$ cat src/rtl/icache_upstream_txdat_buf_if.sv
// ---------------------------------------------------------------------------
// icache_upstream_txdat_buf_if
//
// Response-beat handshake between the upstream TXDAT line buffer and its
// consumer. Each buffered cache line is presented as two half-line beats
// (lineA half first, then lineB half) under a valid/ready handshake.
//
// Signals
//   out_vld   : a response beat is valid (buffer -> consumer)
//   out_rdy   : the consumer accepts the beat (consumer -> buffer)
//   out_data  : beat payload, LINE_W/2 bits
//   out_txnid : transaction id of the head entry
//   out_last  : the current beat is the final (second) beat of its line
//
// Modports
//   master : the buffer side, drives the beat
//   slave  : the consumer side, drives out_rdy
// ---------------------------------------------------------------------------
`ifndef ICACHE_REQ_TXNID_WIDTH
`define ICACHE_REQ_TXNID_WIDTH 8
`endif

interface icache_upstream_txdat_buf_if #(
  parameter int unsigned LINE_W  = 512,
  parameter int unsigned TXNID_W = `ICACHE_REQ_TXNID_WIDTH
);
  logic                  out_vld;
  logic                  out_rdy;
  logic [LINE_W/2-1:0]   out_data;
  logic [TXNID_W-1:0]    out_txnid;
  logic                  out_last;

  modport master (
    output out_vld,
    output out_data,
    output out_txnid,
    output out_last,
    input  out_rdy
  );

  modport slave (
    input  out_vld,
    input  out_data,
    input  out_txnid,
    input  out_last,
    output out_rdy
  );
endinterface

$ cat src/rtl/icache_upstream_txdat_buf.sv
// ---------------------------------------------------------------------------
// icache_upstream_txdat_buf
//
// Buffers full-width data-array read lines for the upstream TXDAT channel and
// streams each one out as two half-line beats. Reads are credit-controlled:
// the arbiter may issue a read only while stored entries plus reads still in
// flight leave room for the returning line, so under correct use nothing is
// ever dropped. A line arriving while the buffer is full (and not draining in
// the same cycle) is discarded and flagged through a sticky overflow_err.
//
// Parameters
//   DEPTH   : number of line entries (power of two, >= 2)
//   LINE_W  : width of a data-array read line
//   TXNID_W : width of the request transaction id
//
// Ports
//   clk, rst_n   : clock (rising edge), asynchronous active-low reset
//   rd_issue     : a data-array read is accepted this cycle (data 1 cycle later)
//   rd_allow     : the arbiter may issue a data-array read this cycle
//   in_vld       : read line present this cycle (no back-pressure)
//   in_data      : read line, {lineB half, lineA half}
//   in_txnid     : txnid of the read line
//   rsp          : response beat handshake (master modport)
//   occupancy    : number of stored entries
//   overflow_err : sticky, a line was dropped
// ---------------------------------------------------------------------------
`ifndef ICACHE_REQ_TXNID_WIDTH
`define ICACHE_REQ_TXNID_WIDTH 8
`endif

module icache_upstream_txdat_buf #(
  parameter int unsigned DEPTH   = 4,
  parameter int unsigned LINE_W  = 512,
  parameter int unsigned TXNID_W = `ICACHE_REQ_TXNID_WIDTH
) (
  input  logic                      clk,
  input  logic                      rst_n,

  input  logic                      rd_issue,
  output logic                      rd_allow,

  input  logic                      in_vld,
  input  logic [LINE_W-1:0]         in_data,
  input  logic [TXNID_W-1:0]        in_txnid,

  icache_upstream_txdat_buf_if.master rsp,

  output logic [$clog2(DEPTH):0]    occupancy,
  output logic                      overflow_err
);

  localparam int unsigned PTR_W  = $clog2(DEPTH);
  localparam int unsigned CNT_W  = PTR_W + 1;
  localparam int unsigned HALF_W = LINE_W / 2;

  typedef enum logic {
    BEAT0,
    BEAT1
  } beat_e;

  // Line storage; contents are only observed while out_vld is high, so it is
  // left out of reset.
  logic [LINE_W-1:0]  line_mem  [DEPTH];
  logic [TXNID_W-1:0] txnid_mem [DEPTH];

  logic [PTR_W-1:0]   wr_ptr;
  logic [PTR_W-1:0]   rd_ptr;
  logic [CNT_W-1:0]   occ_q;
  logic [CNT_W-1:0]   inflight_q;
  logic               overflow_q;
  beat_e              beat_q;
  beat_e              beat_d;

  logic               fifo_empty;
  logic               fifo_full;
  logic               head_vld;
  logic               beat_fire;
  logic               pop;
  logic               push;
  logic               drop;
  logic [CNT_W:0]     credit_sum;

  // -------------------------------------------------------------------------
  // Occupancy-derived status
  // -------------------------------------------------------------------------
  always_comb begin
    fifo_empty = (occ_q == '0);
    fifo_full  = (occ_q == CNT_W'(DEPTH));
    head_vld   = !fifo_empty;
    beat_fire  = head_vld && rsp.out_rdy;
  end

  // -------------------------------------------------------------------------
  // Beat pointer: next state and beat outputs
  // -------------------------------------------------------------------------
  always_comb begin
    beat_d        = beat_q;
    pop           = 1'b0;
    rsp.out_vld   = head_vld;
    rsp.out_last  = 1'b0;
    rsp.out_data  = line_mem[rd_ptr][HALF_W-1:0];
    rsp.out_txnid = txnid_mem[rd_ptr];

    case (beat_q)
      BEAT0: begin
        if (beat_fire) begin
          beat_d = BEAT1;
        end
      end
      BEAT1: begin
        rsp.out_last = 1'b1;
        rsp.out_data = line_mem[rd_ptr][LINE_W-1:HALF_W];
        if (beat_fire) begin
          beat_d = BEAT0;
          pop    = 1'b1;
        end
      end
    endcase
  end

  always_ff @(posedge clk or negedge rst_n) begin
    if (!rst_n) begin
      beat_q <= BEAT0;
    end else begin
      beat_q <= beat_d;
    end
  end

  // -------------------------------------------------------------------------
  // Write acceptance. A full buffer still accepts a line when the head is
  // popped in the same cycle: the freed slot is the one being written, and
  // the old head is consumed on that same edge.
  // -------------------------------------------------------------------------
  always_comb begin
    push = in_vld && (!fifo_full || pop);
    drop = in_vld && fifo_full && !pop;
  end

  always_ff @(posedge clk) begin
    if (push) begin
      line_mem[wr_ptr]  <= in_data;
      txnid_mem[wr_ptr] <= in_txnid;
    end
  end

  // -------------------------------------------------------------------------
  // Pointers, occupancy, credit counter and sticky error
  // -------------------------------------------------------------------------
  always_ff @(posedge clk or negedge rst_n) begin
    if (!rst_n) begin
      wr_ptr     <= '0;
      rd_ptr     <= '0;
      occ_q      <= '0;
      inflight_q <= '0;
      overflow_q <= 1'b0;
    end else begin
      if (push) begin
        wr_ptr <= wr_ptr + PTR_W'(1);
      end
      if (pop) begin
        rd_ptr <= rd_ptr + PTR_W'(1);
      end

      case ({push, pop})
        2'b10:   occ_q <= occ_q + CNT_W'(1);
        2'b01:   occ_q <= occ_q - CNT_W'(1);
        default: occ_q <= occ_q;
      endcase

      // Saturating in both directions: an unsolicited line with no read in
      // flight leaves the count at zero rather than wrapping.
      if (rd_issue && !in_vld && (inflight_q != '1)) begin
        inflight_q <= inflight_q + CNT_W'(1);
      end else if (in_vld && !rd_issue && (inflight_q != '0)) begin
        inflight_q <= inflight_q - CNT_W'(1);
      end

      if (drop) begin
        overflow_q <= 1'b1;
      end
    end
  end

  // -------------------------------------------------------------------------
  // Credit check: one extra bit so the sum of two counters cannot wrap.
  // -------------------------------------------------------------------------
  always_comb begin
    credit_sum   = {1'b0, occ_q} + {1'b0, inflight_q};
    rd_allow     = (credit_sum < (CNT_W + 1)'(DEPTH));
    occupancy    = occ_q;
    overflow_err = overflow_q;
  end

endmodule

$ cat src/flat_wrapper.sv
// flat-port wrapper written by rule: the top's interface ports become plain ports
module icache_upstream_txdat_buf_flat 
#(
  parameter int unsigned DEPTH   = 4,
  parameter int unsigned LINE_W  = 512,
  parameter int unsigned TXNID_W = `ICACHE_REQ_TXNID_WIDTH
)
  (clk, rst_n, rd_issue, rd_allow, in_vld, in_data, in_txnid, occupancy, overflow_err, rsp_out_vld, rsp_out_data, rsp_out_txnid, rsp_out_last, rsp_out_rdy);
  icache_upstream_txdat_buf_if #(.LINE_W(LINE_W), .TXNID_W(TXNID_W)) rsp_i ();
  input  logic clk;
  input  logic rst_n;
  input  logic rd_issue;
  output logic rd_allow;
  input  logic in_vld;
  input  logic [LINE_W-1:0] in_data;
  input  logic [TXNID_W-1:0] in_txnid;
  output logic [$clog2(DEPTH):0] occupancy;
  output logic overflow_err;
  output wire logic [$bits(rsp_i.out_vld)-1:0] rsp_out_vld;
  output wire logic [$bits(rsp_i.out_data)-1:0] rsp_out_data;
  output wire logic [$bits(rsp_i.out_txnid)-1:0] rsp_out_txnid;
  output wire logic [$bits(rsp_i.out_last)-1:0] rsp_out_last;
  input wire logic [$bits(rsp_i.out_rdy)-1:0] rsp_out_rdy;
  assign rsp_out_vld = rsp_i.out_vld;
  assign rsp_out_data = rsp_i.out_data;
  assign rsp_out_txnid = rsp_i.out_txnid;
  assign rsp_out_last = rsp_i.out_last;
  assign rsp_i.out_rdy = rsp_out_rdy;
  icache_upstream_txdat_buf #(.DEPTH(DEPTH), .LINE_W(LINE_W), .TXNID_W(TXNID_W)) u_core (.clk(clk), .rst_n(rst_n), .rd_issue(rd_issue), .rd_allow(rd_allow), .in_vld(in_vld), .in_data(in_data), .in_txnid(in_txnid), .rsp(rsp_i), .occupancy(occupancy), .overflow_err(overflow_err));
endmodule
$ cat config.mk
export PLATFORM = sky130hd
export DESIGN_NAME = icache_upstream_txdat_buf_flat
export DESIGN_NICKNAME = d
export VERILOG_FILES = /design/src/rtl/icache_upstream_txdat_buf_if.sv /design/src/rtl/icache_upstream_txdat_buf.sv /design/src/flat_wrapper.sv
export SDC_FILE = /design/constraint.sdc
export NUM_CORES = 1
export LEC_CHECK = 0
export CAP_MARGIN = 5
export CORE_UTILIZATION = 40
export CTS_BUF_LIST = sky130_fd_sc_hd__clkbuf_4 sky130_fd_sc_hd__clkbuf_8 sky130_fd_sc_hd__clkbuf_16
export CTS_CLUSTER_DIAMETER = 50
export DETAILED_ROUTE_END_ITERATION = 6
export PLACE_DENSITY = 0.67
export SKIP_LAST_GASP = 1
export SYNTH_ARGS = -nofsm -noshare
export SYNTH_HDL_FRONTEND = slang
export SYNTH_SLANG_ARGS = --single-unit
$ cat constraint.sdc
create_clock -name clk -period 16.4 [get_ports clk]
set_input_delay 2.46 -clock clk [delete_from_list [all_inputs] [get_ports clk]]
set_output_delay 2.46 -clock clk [all_outputs]
set_load 0.05 [all_outputs]
Yosys cells after proc, flatten, opt, wreduce, memory -nomap -nowiden

Memory sizes are Yosys's and may differ from the RTL's.
Index checks and enable logic that the tools add are counted.

ROM bits: 0
Register bits after elaboration: 12
Output and inout port bits: 271
Input port bits: 525
Latch bits: 0
Memories kept: 2
Bits in writable memories: 2080

Memories:

| memory           | words | width | rd ports | clocked after Yosys merged registers in | wr ports | RTL line                        | source |
|---|---|---|---|---|---|---|---|
| u_core.line_mem  | 4     | 512   | 1        | 0                                       | 1        | icache_upstream_txdat_buf.sv:63 | `logic [LINE_W-1:0] line_mem [DEPTH];` |
| u_core.txnid_mem | 4     | 8     | 1        | 0                                       | 1        | icache_upstream_txdat_buf.sv:64 | `logic [TXNID_W-1:0] txnid_mem [DEPTH];` |

Equality and inequality tests: 4
Multipliers: 0
Bitwise gates (word level): 1
Shift-type cells: 0
Divide/modulo/power cells: 0
Magnitude comparators: 1
Muxes and demuxes: 11
Add/sub/neg operators: 7
Reductions and logical operators: 18

Operators by type and width:

| kind                                                                         | number |
|---|---|
| 256-bit two-way mux                                                          | 1 |
| 1-bit logical AND                                                            | 8 |
| 3-bit by 1-bit adder with 3-bit output, second input constant                | 2 |
| 1-bit two-way mux                                                            | 6 |
| 3-bit two-way mux                                                            | 2 |
| 3-bit case mux with 2 select lines                                           | 1 |
| 3-bit by 1-bit subtractor with 3-bit output, second input constant           | 2 |
| 1-bit zero test                                                              | 5 |
| 2-bit by 1-bit adder with 2-bit output, second input constant                | 2 |
| 3-bit by 3-bit adder with 4-bit output                                       | 1 |
| 4-bit by 3-bit less-than comparator with 1-bit output, second input constant | 1 |
| 2-bit nonzero test                                                           | 2 |
| 3-bit == test, second input constant                                         | 1 |
| 3-bit zero test                                                              | 1 |
| 3-bit != test, second input constant                                         | 1 |
| 3-bit nonzero test                                                           | 1 |
| 2-bit by 1-bit == test with 1-bit output, second input constant              | 1 |
| 2-bit == test, second input constant                                         | 1 |
| 1-bit case mux with 2 select lines                                           | 1 |
| 1-bit logical OR                                                             | 1 |
| 1-bit inverter                                                               | 1 |

Longest topological paths before layout

Gate-level depths: netlist of run 1.

Depth after elaboration: 9
Mapped depth: 8
Gate-level depth less buffers: 8

Worst setup path after synthesis of run 1

No wires, ideal clock.

Kind: in2reg
Start: input rsp_out_rdy
End: memory u_core.line_mem[2][0], enable pin
Stages on the path: 5
Slack: 0.456 ns
Arrival: 14.992 ns
Required time: 15.447 ns
Cells stage by stage: and2_1 > ha_1 > nor4b_1 > nor2b_1 > and2_1

Longest elaborated chain between the ends: 7

Ends and longest elaborated chain:

| element                                 | RTL line                         | source |
|---|---|---|
| from (decl)                             | flat_wrapper.sv:23               | `input wire logic [$bits(rsp_i.out_rdy)-1:0] rsp_out_rdy;` |
| 1-bit logical AND                       | icache_upstream_txdat_buf.sv:90  | `beat_fire = head_vld && rsp.out_rdy;` |
| 1-bit two-way mux                       | icache_upstream_txdat_buf.sv:113 | `if (beat_fire) begin` |
| 1-bit two-way mux                       | icache_upstream_txdat_buf.sv:104 | `case (beat_q)` |
| 1-bit logical OR                        | icache_upstream_txdat_buf.sv:135 | `push = in_vld && (!fifo_full \|\| pop);` |
| 1-bit logical AND                       | icache_upstream_txdat_buf.sv:135 |  |
| 1-bit two-way mux                       | icache_upstream_txdat_buf.sv:140 | `if (push) begin` |
| 1-bit two-way mux (not written as such) | icache_upstream_txdat_buf.sv:141 | `line_mem[wr_ptr] <= in_data;` |
| to (decl)                               | icache_upstream_txdat_buf.sv:63  |  |

No other way between the ends.

Worst setup path in the final report of run 1

Start: register u_core.rd_ptr[1]
End: output rsp_out_data[80]

Longest elaborated chain between the ends: 2

Ends and longest elaborated chain:

| element                 | RTL line                         | source |
|---|---|---|
| from (decl)             | icache_upstream_txdat_buf.sv:67  | `logic [PTR_W-1:0] rd_ptr;` |
| from (signal assigned)  | icache_upstream_txdat_buf.sv:161 | `rd_ptr <= rd_ptr + PTR_W'(1);` |
| memory read 4 x 512 bit | --                               |  |
| 256-bit two-way mux     | icache_upstream_txdat_buf.sv:104 |  |
| to (decl)               | flat_wrapper.sv:20               | `output wire logic [$bits(rsp_i.out_data)-1:0] rsp_out_data;` |

No other way between the ends.

==> flow_metrics.tcl, run 1 <==
set metrics [dict create \
    status "finished clean" \
    grt_max_degree 151 \
    maxCapViolCount 0 \
    cp.arrival_ns 5.68 \
    drc_errors 0 \
    leakagePower_uw 0.0308 \
    setup_violations 0 \
    crit_chain "buf_4 -> buf_4 -> buf_4 -> mux4_2 -> mux2_2 -> clkdlybuf4s50_1" \
    setup_tns_ns 0 \
    initial_core_util_pct 40.3 \
    clockRootBuffer "clkbuf_16" \
    max_freq_mhz 123 \
    pwr_density_cell_nw_per_um2 207 \
    postSynthAreaPerCell_sq_um 25.6 \
    cts_tree "done" \
    first_global_vias 37077 \
    fin_crit_ns 8.14 \
    h-tree-depth 4 \
    cts_buffers 221 \
    drv_slew 0 \
    ys_ff_latch 2092 \
    final_cell_mix "edfxtp_1, clkdlybuf4s50_1, mux4_2" \
    yosys_warnings 0 \
    boundaryPins 796 \
    postCtsSetupBuffers 0 \
    worstHoldPathType "reg2reg" \
    track_usage_pct 17.0 \
    routedWlPerCell_microns 25.1 \
    cts-resized-gates 0 \
    dp_hpwl_microns 105000 \
    final_nets 4537 \
    crit_top_cell "buf_4" \
    clk_path_buf_depth 3 \
    cts_num_sinks 2092 \
    grt-ovfl-total 0 \
    die_area_sq_um 199000 \
    dr.pass1.iters 5 \
    grt_pass1_wl_microns 248000 \
    crit_buf_inv 4 \
    finalHoldViolCount 0 \
    ctsHoldBuffers 0 \
    critPathRequiredTime_ns 13.94 \
    viasPerCell 5.17 \
    max_stage_delay_ns 0.84 \
    cp_slowest_cell "buf_4" \
    yosysSeqAreaShare_pct 79.7 \
    area_growth_pct 23.3 \
    startpoint_type "register" \
    drt_wl_total_microns 172000 \
    syn_nets 3616 \
    vias 35436 \
    die_w_microns 446 \
    drt_iter0_markers 2338 \
    r2r_slack_ns 10.62 \
    antenna_found_initial 94 \
    top_layer "met5" \
    clk_latency_ns 0.84 \
    setup_slack_ns 8.26 \
    worst_slew_pin_slew_ns 1.28 \
    synthCells 3082 \
    wl_met2_microns 86000 \
    wl_met1_microns 64300 \
    crit_fanout 65 \
    min_period_over_period_pct 49.6 \
    grt_setup_unrepaired "false" \
    core_area_sq_um 195000 \
    end_kind "output pin" \
    slew_headroom_pct 14.6 \
    cpLargestDelayFamily "buffers and inverters" \
    gp_congestion 0.762 \
    layout_commonest_cell "edfxtp_1" \
    wl_met3_microns 13600 \
    post-place-ws_ns 8.69 \
    synth.distinct_cells 35 \
    worst-setup-path-type "reg2out" \
    fin_util_pct 49.7 \
    rows 162 \
    peakVddDrop_v 0.000215 \
    die_h_microns 446 \
    drive_gt1_share_pct 28.6 \
    ant_nets 0 \
    skew_ns 0.0375 \
    clk_pin_slew_ns 0.06 \
    synth_area_sq_um 78800 \
    port_buffers 795 \
]
routing by layer:
layer  track usage [%]  vias to the layer above
met1              20.2                    18613
met2              27.6                     1063
li1                  -                    15267
met5                 0                        -
met3              5.93                      401
met4              8.61                       92
metrics by stage:
stage                     hold slack [ns]  instances  cell area (sq um)  total power [uW]
after floorplan                     0.580       3082              78800             13500
after global placement              0.467       6404              89600             15300
after detailed placement            0.480       6404              89600             15300
after CTS                           0.493       6815              97000             20400
after global routing                0.517       6849              97100             20800
final                               0.499       6852              97100             20100
area by class of cell:
class	count	area (sq um)
clock buffer	266	5890
sequential	2092	62800
timing repair buffer	845	8460
tap	2624	3280
antenna	37	92.6
clock inverter	145	1550
fill	15399	98300
multi-input combinational	839	15100
inverter	4	15.0
report_power, final:
group / internal [uW] / switching, uW
combinational: 3040 / 4720
sequential: 7060 / 283
clock: 2900 / 2080
cells by family (layout without fill, tap and decap cells):
group / count (synthesis) / after routing / share of synthesized area [%]
other cells: 0 / 37 / 0
simple gates: 34 / 34 / 0.237
flops: 2092 / 2092 / 79.7
fa+ha+maj: 9 / 9 / 0.162
mux: 779 / 779 / 18.6
compound gates: 12 / 12 / 0.0953
buf+inv: 151 / 1260 / 1.24
xor+xnor: 5 / 5 / 0.0556
final timing paths:
path,start,to,cells past startpoint
worst max-delay path,u_core.rd_ptr[1]$_DFFE_PN0N_,rsp_out_data[80],6
worst min-delay path,u_core.overflow_err$_DFFE_PN0P_,u_core.overflow_err$_DFFE_PN0P_,1
worst max register to register,u_core.beat_q$_DFF_PN0_,u_core.line_mem[2][422]$_DFFE_PP_,7
worst min register to register,u_core.overflow_err$_DFFE_PN0P_,u_core.overflow_err$_DFFE_PN0P_,1
max in group asynchronous,rst_n,u_core.rd_ptr[1]$_DFFE_PN0N_,1
min in group asynchronous,rst_n,u_core.beat_q$_DFF_PN0_,1
synth_stat cells, drive strengths merged:
cell	count	area, sq um
a211oi	1	7.51
a21o	1	7.51
a21oi	2	10.0
a311oi	1	8.76
and2	5	31.3
and3	1	6.26
buf	91	749
clkbuf	56	210
dfrtp	12	300
edfxtp	2080	62500
fa	2	40.0
ha	7	87.6
inv	4	15.0
mux2	257	2890
mux2i	2	20.0
mux4	520	11700
nand2	6	22.5
nand2b	4	25.0
nand3	2	10.0
nand3b	1	7.51
nor2	6	22.5
nor2b	3	18.8
nor3	1	5.00
nor4	1	6.26
nor4b	1	8.76
nor4bb	1	10.0
o21ai	4	20.0
o22ai	1	6.26
o31ai	2	15.0
or3	2	12.5
xnor2	3	26.3
xor2	2	17.5
registers in the layout, indices dropped and copies added (netlist names):
register,cells
u_core.wr_ptr,2
u_core.overflow_err,1
u_core.txnid_mem,32
u_core.line_mem,2048
u_core.inflight_q,3
u_core.rd_ptr,2
u_core.occupancy,3
u_core.beat_q,1
Power figures use the tool's default switching activity.
==> run 2: changes to the inputs <==
- clock period: 16.4 -> 7.7 ns (I/O delays scaled with it)
==> flow_metrics.tcl, run 2 (synthesis gave the netlist of run 1 again) <==
set metrics [dict create \
    cts_tree "done" \
    cp_slowest_cell "dfrtp_4" \
    crit_buf_inv 2 \
    worstHoldStart "u_core.overflow_err$_DFFE_PN0P_" \
    port_buffers 795 \
    setup_violations 0 \
    clk_latency_ns 0.87 \
    core_area_sq_um 195000 \
    r2r_slack_ns 3.89 \
    layout_commonest_cell "edfxtp_1" \
    max_freq_mhz 179 \
    drive_gt1_share_pct 28.5 \
    final_nets 4543 \
    skew_ns 0.0595 \
    drt_wl_total_microns 171000 \
    final_cell_mix "edfxtp_1, clkdlybuf4s50_1, mux4_2" \
    max_stage_delay_ns 1.13 \
    viasPerCell 5.18 \
    worstHoldPathCells 1 \
    cts_buffers 218 \
    cpLargestDelayFamily "buffers and inverters" \
    rows 162 \
    initial_core_util_pct 40.3 \
    die_area_sq_um 199000 \
    grt_max_degree 122 \
    slew_headroom_pct 27.6 \
    first_global_vias 37372 \
    ctsHoldBuffers 0 \
    fin_crit_ns 5.57 \
    leakagePower_uw 0.0308 \
    min_to "u_core.overflow_err$_DFFE_PN0P_" \
    peakVddDrop_v 0.000327 \
    p_seq_share_pct 36.6 \
    p_clk_share_pct 24.5 \
    cp_num_cells 4 \
    routedWlPerCell_microns 24.9 \
    postCtsSetupBuffers 0 \
    end_kind "output pin" \
    h-tree-depth 4 \
    cp.arrival_ns 4.42 \
    power.total_uw 42800 \
    dp_hpwl_microns 103000 \
    pwr_density_cell_nw_per_um2 439 \
    drv_slew 0 \
    clk_pin_slew_ns 0.06 \
    r2r_start "u_core.beat_q$_DFF_PN0_" \
    die_h_microns 446 \
    grt_setup_unrepaired "false" \
    cts-resized-gates 0 \
    finalHoldViolCount 0 \
    p_switching_uw 15000 \
    startpoint_type "register" \
    dr.pass1.iters 5 \
    worstReg2RegEnd "u_core.line_mem[2][155]$_DFFE_PP_" \
    clockRootBuffer "clkbuf_16" \
    largest_register_ffs 2048 \
    track_usage_pct 16.9 \
    ant_nets 0 \
    reg_top3 "u_core.line_mem x2048, u_core.txnid_mem x32" \
    critPathRequiredTime_ns 6.55 \
    swShare_pct 35.2 \
    crit_fanout 81 \
    largest_register "u_core.line_mem" \
    intPower_uw 27700 \
    worstHoldPathType "reg2reg" \
    cts_num_sinks 2092 \
    drc_errors 0 \
    hold_ws_ns 0.470 \
    grt_pass1_wl_microns 247000 \
    vias 35505 \
    status "finished clean" \
    crit_chain "buf_12 -> mux4_2 -> mux2_2 -> clkdlybuf4s50_1" \
    maxCapViolCount 0 \
    p_comb_share_pct 38.9 \
    area_growth_pct 23.5 \
    grt-ovfl-total 0 \
    clk_path_buf_depth 3 \
    die_w_microns 446 \
    ff2ff_path_depth 5 \
    drt_iter0_markers 2297 \
    min_period_over_period_pct 72.4 \
    gp_congestion 0.741 \
    antenna_found_initial 86 \
    worst_slew_pin_slew_ns 1.09 \
    boundaryPins 796 \
    worst-setup-path-type "reg2out" \
]
-- run 2: changes by cell type in the layout (fill, tap and decap cells not counted), moves of 2 or more --
cell / before / now
buf_12: 10 / 29
buf_4: 40 / 30
clkbuf_4: 44 / 47
clkbuf_8: 0 / 3
clkinv_1: 48 / 53
clkinv_2: 31 / 22
clkinv_4: 8 / 5
clkinvlp_4: 5 / 14
diode_2: 37 / 35
inv_16: 4 / 2
inv_6: 14 / 9
inv_8: 4 / 2
-- run 2: routing by layer --
metal  GRT usage (%)  vias to the layer above  wire length (microns)
li1                -                    15263                      -
met2            27.9                     1095                  87200
met4            6.70                       86                   4810
met3            6.09                      331                  14200
met5               0                        -                    541
met1            20.2                    18730                  64000
-- run 2: area by class of cell --
type                       instances  area (sq um)
sequential                      2092         62800
clock buffer                     271          5920
fill                           15422         98100
timing repair buffer             854          8760
multi-input combinational        839         15100
antenna                           35          87.6
inverter                           4          15.0
clock inverter                   137          1430
tap                             2624          3280
-- run 2: power by group through the flow --
| stage | Clock (uW) | Combinational [uW] | Sequential [uW] |
|---|---|---|---|
| after floorplan | 0 | 11700 | 16200 |
| after global placement | 0 | 16800 | 15800 |
| after detailed placement | 0 | 16800 | 15900 |
| after CTS | 10700 | 16900 | 15700 |
| after global routing | 11200 | 17400 | 15800 |
| final | 10500 | 16600 | 15600 |
-- run 2: worst max path at each step --
| stage | start | endpoint | slack, ns |
|---|---|---|---|
| 2_1_floorplan | u_core.occupancy[2]$_DFFE_PN0P_ | u_core.line_mem[0][0]$_DFFE_PP_ | -1.18 |
| 3_3_place_gp | u_core.rd_ptr[0]$_DFFE_PN0N_ | rsp_out_data[37] | 2.92 |
| 3_5_place_dp | u_core.rd_ptr[0]$_DFFE_PN0N_ | rsp_out_data[33] | 2.90 |
| 4_1_cts | u_core.rd_ptr[0]$_DFFE_PN0N_ | rsp_out_data[33] | 1.93 |
| 5_1_grt | u_core.rd_ptr[0]$_DFFE_PN0N_ | rsp_out_data[33] | 1.79 |
| 6_report | u_core.rd_ptr[0]$_DFFE_PN0N_ | rsp_out_data[132] | 2.13 |
-- run 2: through the flow --
stage               instance area (sq um)  utilization [%]  setup TNS (ns)  worst slack [ns]  std cells
finish                              97300             49.8               0              2.13       6856
detailed placement                  89900             46.0               0              2.90       6413
CTS                                 97300             49.8               0              1.93       6821
floorplan                           78800                -        -2464.39             -1.18       3082
global route                        97300             49.8               0              1.79       6844
global placement                    89900             46.0               0              2.92       6413
==> run 3: changes to the inputs <==
- clock period: 7.7 -> 5.2 ns (I/O delays scaled with it)
==> flow_metrics.tcl, run 3 (synthesis gave the netlist of run 1 again) <==
set metrics [dict create \
    status "finished clean" \
    crit_fanout 31 \
    min_period_over_period_pct 91.6 \
    critPathRequiredTime_ns 4.42 \
    routedWlPerCell_microns 25.8 \
    die_area_sq_um 199000 \
    viasPerCell 5.23 \
    grt_max_degree 89 \
    ctsHoldBuffers 0 \
    initial_core_util_pct 40.3 \
    dr.pass1.iters 5 \
    fillers 15397 \
    peakVddDrop_v 0.000495 \
    p_comb_share_pct 40.1 \
    skew_ns 0.0224 \
    fin_util_pct 49.7 \
    vias 35796 \
    first_global_vias 37156 \
    swShare_pct 35.6 \
    h-tree-depth 4 \
    power.total_uw 62800 \
    reg_top3 "u_core.line_mem x2048, u_core.txnid_mem x32" \
    antenna_found_initial 68 \
    hold_ws_ns 0.335 \
    grt-ovfl-total 0 \
    largest_register "u_core.line_mem" \
    drv_slew 0 \
    design_area_sq_um 97200 \
    cts_num_sinks 2092 \
    maxCapViolCount 0 \
    leakagePower_uw 0.0309 \
    p_switching_uw 22300 \
    track_usage_pct 17.5 \
    p_clk_share_pct 23.2 \
    cts-resized-gates 0 \
    cp_slowest_cell "dfrtp_4" \
    final_nets 4568 \
    worst_slew_pin_slew_ns 1.02 \
    port_buffers 795 \
    grt_setup_unrepaired "false" \
    largest_register_ffs 2048 \
    cts_tree "done" \
    grt_pass1_wl_microns 254000 \
    clk_latency_ns 0.82 \
    max_freq_mhz 210 \
    die_h_microns 446 \
    end_kind "output pin" \
    gp_congestion 0.769 \
    core_area_sq_um 195000 \
    boundaryPins 796 \
    pwr_density_cell_nw_per_um2 646 \
    max_stage_delay_ns 0.84 \
    cp.arrival_ns 3.98 \
    clk_path_buf_depth 3 \
    fin_crit_ns 4.76 \
    crit_chain "buf_12 -> buf_12 -> buf_4 -> mux4_2 -> mux2_2 -> buf_4" \
    postCtsSetupBuffers 0 \
    die_w_microns 446 \
    finalHoldViolCount 0 \
    worst-setup-path-type "reg2out" \
    startpoint_type "register" \
    ant_nets 0 \
    drive_gt1_share_pct 29.4 \
    drt_iter0_markers 2279 \
    clk_pin_slew_ns 0.06 \
    placed_area_sq_um 90400 \
    clockRootBuffer "clkbuf_16" \
    rows 162 \
    worstHoldPathType "in2async" \
    drc_errors 0 \
    slew_headroom_pct 32.3 \
    dp_hpwl_microns 111000 \
    cts_buffers 215 \
    final_cell_mix "edfxtp_1, clkdlybuf4s50_1, mux4_2" \
    area_growth_pct 23.3 \
    setup_violations 0 \
    drt_wl_total_microns 177000 \
    intPower_uw 40400 \
    layout_commonest_cell "edfxtp_1" \
    p_seq_share_pct 36.7 \
]
## run 3: changes by cell type in the layout (fill, tap and decap cells not counted), sizes merged
cell	previous run	this run
bufinv	20	6
inv	17	21
clkinvlp	14	4
clkdlybuf4s50	795	775
clkbuf	271	266
clkinv	90	91
buf	59	107
diode	35	21
## run 3: through the flow
stage / setup TNS (ns) / std cells / worst slack, ns
floorplan: -739.95 / 3082 / -0.359
global placement: 0 / 6441 / 1.21
detailed placement: 0 / 6441 / 1.19
CTS: 0 / 6825 / 0.218
global route: 0 / 6842 / 0.153
finish: 0 / 6846 / 0.439
## run 3: worst paths after layout
check,depth (start not counted),to,slack [ns],start
hold reg to reg,1,u_core.overflow_err$_DFFE_PN0P_,0.46,u_core.overflow_err$_DFFE_PN0P_
max in group asynchronous,1,u_core.rd_ptr[0]$_DFFE_PN0N_,4.42,rst_n
hold / removal,1,u_core.overflow_err$_DFFE_PN0P_,0.33,rst_n
setup reg to reg,5,u_core.line_mem[2][106]$_DFFE_PP_,2.05,u_core.beat_q$_DFF_PN0_
min in group clk,1,u_core.overflow_err$_DFFE_PN0P_,0.46,u_core.overflow_err$_DFFE_PN0P_
setup / recovery,6,rsp_out_data[50],0.44,u_core.rd_ptr[0]$_DFFE_PN0N_
## run 3: metal layers
layer	vias up	track usage, %	part of all wire, %
li1	15290	-	-
met1	19048	21.7	39
met2	1054	28.9	51
met3	332	5.16	7.0
met4	72	6.57	2.8
met5	-	0	0.25
## run 3: cell type report
cell class                      count  area, sq um  share of cell area (%)
Antenna cell                       21         52.6                  0.0541
Sequential cell                  2092        62800                    64.6
Multi-Input combinational cell    839        15100                    15.5
Clock buffer                      266         5870                    6.04
Clock inverter                    118          857                   0.882
Inverter                            4         15.0                  0.0154
Tap cell                         2624         3280                    3.38
Timing Repair Buffer              882         9240                    9.50
## run 3: power groups by stage
stage / logic, uW / registers [uW] / clock network, uW
floorplan: 17400 / 23500 / 0
global placement: 25500 / 23200 / 0
detailed placement: 25500 / 23400 / 0
CTS: 25600 / 23100 / 14900
global route: 26300 / 23300 / 15500
finish: 25200 / 23000 / 14600
## run 3: worst max-delay path, delay by kind of cell (launching register included)
family	cells	cell delay [ns]
flops	1	0.84
mux	2	0.92
buf+inv	4	1.30
